[src/rtl/reg_file_sb.sv]
// Two-read/one-write register file with write-through bypass
// and a per-register pending scoreboard for long-latency results.
module reg_file_sb #(
  parameter int XLEN = 32,
  parameter int NREG = 32,
  localparam int AW = (NREG > 1) ? $clog2(NREG) : 1
) (
  input  logic            clk,
  input  logic            rst_n,
  input  logic [AW-1:0]   rs1_addr,
  input  logic [AW-1:0]   rs2_addr,
  input  logic            rs1_used,
  input  logic            rs2_used,
  output logic [XLEN-1:0] rs1_data,
  output logic [XLEN-1:0] rs2_data,
  input  logic            we,
  input  logic [AW-1:0]   wa,
  input  logic [XLEN-1:0] wd,
  input  logic            issue_valid,
  input  logic            issue_long,
  input  logic [AW-1:0]   issue_rd,
  output logic            stall,
  output logic [NREG-1:0] pending
);

  logic [NREG-1:1][XLEN-1:0] regs_q, regs_d;
  logic [NREG-1:1]           pend_q, pend_d;

  logic [XLEN-1:0] r1, r2;
  logic            hit1, hit2, hitd;
  logic            p1, p2, pd;
  logic            byp1, byp2, bypd;
  logic            raw1, raw2, waw;
  logic            set_en;

  // Look up storage and pending bits; x0 and out-of-range never hit.
  always_comb begin
    r1   = '0;
    r2   = '0;
    hit1 = 1'b0;
    hit2 = 1'b0;
    hitd = 1'b0;
    p1   = 1'b0;
    p2   = 1'b0;
    pd   = 1'b0;
    for (int i = 1; i < NREG; i++) begin
      if (rs1_addr == AW'(i)) begin
        r1   = regs_q[i];
        p1   = pend_q[i];
        hit1 = 1'b1;
      end
      if (rs2_addr == AW'(i)) begin
        r2   = regs_q[i];
        p2   = pend_q[i];
        hit2 = 1'b1;
      end
      if (issue_rd == AW'(i)) begin
        pd   = pend_q[i];
        hitd = 1'b1;
      end
    end
  end

  // Bypass, hazard detection and operand selection.
  always_comb begin
    byp1   = we && (wa == rs1_addr) && hit1;
    byp2   = we && (wa == rs2_addr) && hit2;
    bypd   = we && (wa == issue_rd) && hitd;
    raw1   = rs1_used && p1 && !byp1;
    raw2   = rs2_used && p2 && !byp2;
    waw    = issue_valid && issue_long && pd && !bypd;
    stall  = raw1 | raw2 | waw;
    set_en = issue_valid && issue_long && !stall;
    rs1_data = '0;
    rs2_data = '0;
    if (rst_n && hit1) rs1_data = byp1 ? wd : r1;
    if (rst_n && hit2) rs2_data = byp2 ? wd : r2;
    pending = {pend_q, 1'b0};
  end

  // Next state: writeback clears pending, a new long issue sets it
  // and wins because the writeback belongs to an older instruction.
  always_comb begin
    regs_d = regs_q;
    pend_d = pend_q;
    for (int i = 1; i < NREG; i++) begin
      if (we && wa == AW'(i)) begin
        regs_d[i] = wd;
        pend_d[i] = 1'b0;
      end
      if (set_en && issue_rd == AW'(i)) begin
        pend_d[i] = 1'b1;
      end
    end
  end

  // State registers with asynchronous clear.
  always_ff @(posedge clk or negedge rst_n) begin
    if (!rst_n) begin
      regs_q <= '0;
      pend_q <= '0;
    end else begin
      regs_q <= regs_d;
      pend_q <= pend_d;
    end
  end

endmodule
[config.mk]
export PLATFORM = sky130hd
export DESIGN_NAME = reg_file_sb
export DESIGN_NICKNAME = d
export VERILOG_FILES = /design/src/rtl/reg_file_sb.sv
export SDC_FILE = /design/constraint.sdc
export NUM_CORES = 2
export LEC_CHECK = 0
export BUFFER_PORTS_ARGS = -buffer_cell sky130_fd_sc_hd__buf_2
export CORE_MARGIN = 4
export CORE_UTILIZATION = 45
export DETAILED_ROUTE_END_ITERATION = 8
export PLACE_DENSITY = 0.71
export SYNTH_ARGS = -nofsm -noshare
export SYNTH_HDL_FRONTEND = slang
export SYNTH_SLANG_ARGS = --single-unit
[constraint.sdc]
create_clock -name clk -period 2.7 [get_ports clk]
set_clock_uncertainty 0.1 [all_clocks]
set_input_delay 0 -clock clk [delete_from_list [all_inputs] [get_ports clk]]
set_output_delay 0 -clock clk [all_outputs]
set_load 0.03 [all_outputs]
Yosys cells after proc, flatten, opt, wreduce, memory -nomap -nowiden

Index checks and enable logic that the tools add are counted.

Bits in registers: 1,023
Bits of input ports: 59
Output and inout port bits: 97
Logic and storage cells: 618

Equal/unequal tests: 127
Muxes and demuxes: 314
Bitwise logic cells: 2
Reduce and logical (&&, ||, !) cells: 113

Operator list:

| cell                                                            | number |
|---|---|
| 32-bit 2-to-1 mux                                               | 66 |
| 5-bit == test, second input constant                            | 64 |
| 1-bit 2-to-1 mux                                                | 248 |
| 5-bit by 4-bit == test with 1-bit output, second input constant | 32 |
| 5-bit by 3-bit == test with 1-bit output, second input constant | 16 |
| 1-bit logical AND                                               | 78 |
| 2-bit nonzero test                                              | 31 |
| 5-bit by 2-bit == test with 1-bit output, second input constant | 8 |
| 5-bit by 1-bit == test with 1-bit output, second input constant | 4 |
| 5-bit == test                                                   | 3 |
| 1-bit logical NOT                                               | 4 |
| 1-bit bitwise OR                                                | 2 |

Longest topological paths before layout

Word-level depth: 41
Gate-level depth with buffers: 15
Depth with buffers taken out: 8

Worst setup path after synthesis

OpenSTA, ideal clock, no wires.

Kind: input-to-output
Start: input rs1_addr[2]
End: output rs1_data[30]
Arrival: 2,662 ps
Data required time: 2,600 ps
Slack: -62 ps
Stages: 10
Path buffers: 2
Cells stage by stage: buf_4 or3b_2 clkbuf_1 nor2_1 a21oi_1 o21ai_0 o211ai_1 a21oi_1 a221oi_1 o41ai_1

Longest elaborated chain between the ends: 35
Elaborated cells between the ends (all ways): 99
Classes of those cells: eq/ne (32); mux (64); reduce/logical (3)

RTL lines:

| what                                     | line | RTL |
|---|---|---|
| start, declared                          | 10   | `input logic [AW-1:0] rs1_addr,` |
| 5-bit by 1-bit == test with 1-bit output | 47   | `if (rs1_addr == AW'(i)) begin` |
| 1-bit 2-to-1 mux (31 in series)          | 47   |  |
| 1-bit logical AND                        | 66   | `byp1 = we && (wa == rs1_addr) && hit1;` |
| 32-bit 2-to-1 mux                        | 76   | `if (rst_n && hit1) rs1_data = byp1 ? wd : r1;` |
| 32-bit 2-to-1 mux *                      | 76   |  |
| end, declared                            | 14   | `output logic [XLEN-1:0] rs1_data,` |

Mark *: on every way between the ends. The rest lies on a longest branch, timed or not.

Worst setup path after layout

Start: register regs_q[2] in the netlist's numbering
End: output rs2_data[2]

Longest elaborated chain between the ends: 33

RTL lines:

| what                             | line | RTL |
|---|---|---|
| start, declared                  | 26   | `logic [NREG-1:1][XLEN-1:0] regs_q, regs_d;` |
| start signal, assigned           | 103  | `regs_q <= regs_d;` |
| 32-bit 2-to-1 mux (31 in series) | 52   | `if (rs2_addr == AW'(i)) begin` |
| 32-bit 2-to-1 mux (2 in series)  | 77   | `if (rst_n && hit2) rs2_data = byp2 ? wd : r2;` |
| end, declared                    | 15   | `output logic [XLEN-1:0] rs2_data,` |

Every way passes these cells.

==> flow_summary.toml <==
[critical_path]
cp-end-kind = "primary output"
timing.rr.start = "pend_q[7]"
r2r-end = "pend_q[11]"
crit_end = "rs2_data[2]"
crit_start = "regs_q[2]"
critical_path_required_ns = 2.60
cp-start-kind = "register"
reg2reg_slack_ns = -0.13
cp_max_fo = 3
ff2ff_path_depth = 10
crit_arrival_ns = 3.19
crit_type = "reg2out"

[outcome]
violations = "DRC, setup timing"
status = "finished, violations left"

[finish]
stdcell_count = 8675
syn_to_final_growth_pct = 32.0
regArea_mm2 = 0.0256
fin_nets = 6872
multi_input_area_mm2 = 0.0356
nFillCells = 10900
drive_gt1_share_pct = 45.6

[detailed_routing]
drtIter0Drc = 11000
wl_mm = 303
vias = 63100
drtAntennaViolNets = 0
post-route-drc-count = 1
drt-pass1-iter-count = 9
wl_per_cell_um = 34.9
vias_per_cell = 7.27

[floorplanning]
dieArea_mm2 = 0.140
rows = 134
initial_core_util_pct = 45.3
fp.dieH_um = 374
die_x_um = 374
io_pins = 156
core_area_mm2 = 0.133

[global_routing]
grt_max_degree = 172
track_usage_pct = 41.2
grt_pass1_wl_mm = 429
antenna_found_initial = 5
grt_pass1_vias = 60600
gr-total-overflow = 0

[yosys]
ys_types = 107
syn_area_per_cell_um2 = 10.2
synth_fp_nets = 5976
synth-async-reset-ratio_pct = 100
synth-seq-cells = 1023
syn_area_mm2 = 0.0604
synth_largest_area_cell = "dfrtp_1"
yosysSeqAreaShare_pct = 42.4
synthCells = 5917
synth_top_area_share_pct = 42.4
synth_ff_type = "dfrtp_1"
ys_warn_count = 0
synth_edf_count = 0
yosys-top-cells-area = "dfrtp_1 (42%), mux2_2 (20%), a21oi_1 (4.1%)"

[place]
preCtsSetupSlack_ns = -0.879
place.gp.congestion = 1.06
io_buffers = 154
place_hpwl_mm = 218
dp.cells = 8382

[power]
power_mw = 49.6
max-vdd-ir-drop_mv = 0.563
p_leak_nw = 34.5
powerDensity_mw_per_mm2 = 622

[cts]
clock_latency_ns = 0.75
cts_sinks = 1023
cts_tree = "yes"
path_clk_slew_ns = 0.06
cts_max_level = 3
cts-root-buf = "clkbuf_16"
cts_made_buffers = 111
clock_path_buffers = 3

[sta]
setup_tns_ns = -15.38
finalSetupViolations = 87
finalCritPeriodShare_pct = 122
slew_headroom_pct = 29.7
worst_pin_slew_ns = 1.05
slew_violations = 0
max_freq_mhz = 304
hold_viol_final = 0
rsz0062_at_grt = "true"
fin_crit_ns = 3.29
holdWs_ns = 0.0388
setup_ws_ns = -0.586

[hold_path]
hold_path.class = "in2reg"

[job]
cap_violations = 0
## synthesized netlist by cell type (65+ instances only)
library cell	instances
a21oi_1	499
a221oi_1	97
a22oi_1	145
buf_1	75
buf_2	138
clkbuf_1	343
dfrtp_1	1023
mux2_2	1078
mux2i_1	120
nand2_1	313
nand3_1	78
nor2_1	288
nor3_1	65
o21ai_0	436
o221ai_1	152
o22ai_1	161
## repair_timing
| item | 4_1_cts | 5_1_grt |
|---|---|---|
| pin swaps | 300 | 261 |
| setup buffers | 51 | 38 |
| hold buffers | 50 | 0 |
| cloned | 0 | 3 |
| hold endpoints to repair | 1668 | 0 |
| endpoints found under the setup margin | 90 | 96 |
| resized for setup | 666 | 227 |
## cell families (layout without fill, tap and decap cells)
logic type / Yosys count / count (layout) / synth area share, %
AO/OA/AOI/OAI: 2017 / 2017 / 22.1
multiplexers: 1206 / 1206 / 22.4
flip-flops: 1023 / 1023 / 42.4
AND/OR/NAND/NOR: 1011 / 1011 / 8.20
buffers and inverters: 644 / 1629 / 4.70
XOR/XNOR: 15 / 15 / 0.217
other: 1 / 6 / 0.00621
## through the flow
step | util, % | cell area, µm²
after floorplan | - | 60400
after global placement | 53.3 | 71200
after detailed placement | 53.3 | 71200
after CTS | 58.8 | 78500
after global routing | 59.8 | 79800
final | 59.8 | 79800
## final cells by class
cell class | count | share of cell area (%)
inverter | 41 | 0.199
sequential | 1023 | 32.1
timing repair buffer | 1386 | 15.5
clock inverter | 42 | 0.642
antenna | 5 | 0.0157
tap | 1768 | 2.77
multi-input combinational | 4250 | 44.6
clock buffer | 160 | 4.08
## critical path: stages (launching register included)
cell	delay [ns]
dfrtp_1	0.37
mux2_4	0.17
a22oi_2	0.05
o22a_1	0.25
nand3_2	0.11
o221ai_2	0.11
a22o_1	0.27
a2111oi_2	0.32
buf_4	0.23
o31a_1	0.36
buf_6	0.19
## how the worst min path moves through the flow
stage                           start           to  slack [ns]  cells after the start
after global routing           wd[19]  regs_q[819]        0.05                      3
after CTS                 issue_rd[0]   pend_q[16]       0.007                      5
after global placement          rst_n  regs_q[386]       -0.20                      1
after floorplan                 rst_n   pend_q[10]       -0.40                      0
final                          wd[19]  regs_q[723]        0.04                      3
after detailed placement        rst_n  regs_q[386]       -0.20                      1
## sequential cells by signal (all words and copies together), names as in the netlist
register and count:
regs_q 992, pend_q 31
## placed cells by master (no fill, tap or decap), drive strengths merged, types with 152 or more instances in the layout
cell and count:
clkbuf 163, o21ai 454, nand2 315, nor2 298, mux2 1079, buf 1334
dfrtp 1023, a21oi 499, o22ai 161, o221ai 152
## per-layer routing
metal | share of wire [%] | vias up | global-route usage [%]
met1 | 36 | 31400 | 53.0
met2 | 41 | 5682 | 58.8
met3 | 14 | 1589 | 14.8
li1 | - | 24400 | -
met4 | 8.9 | 2 | 26.2
met5 | 0.0043 | - | 0
## power by group
part	leakage, nW	switching [mW]	internal, mW	total, mW
clock	1.85	6.84	9.29	16.1
sequential	13.1	3.24	18.3	21.6
combinational	19.6	6.14	5.76	11.9
Note: power is estimated with default switching activity, not from simulation.
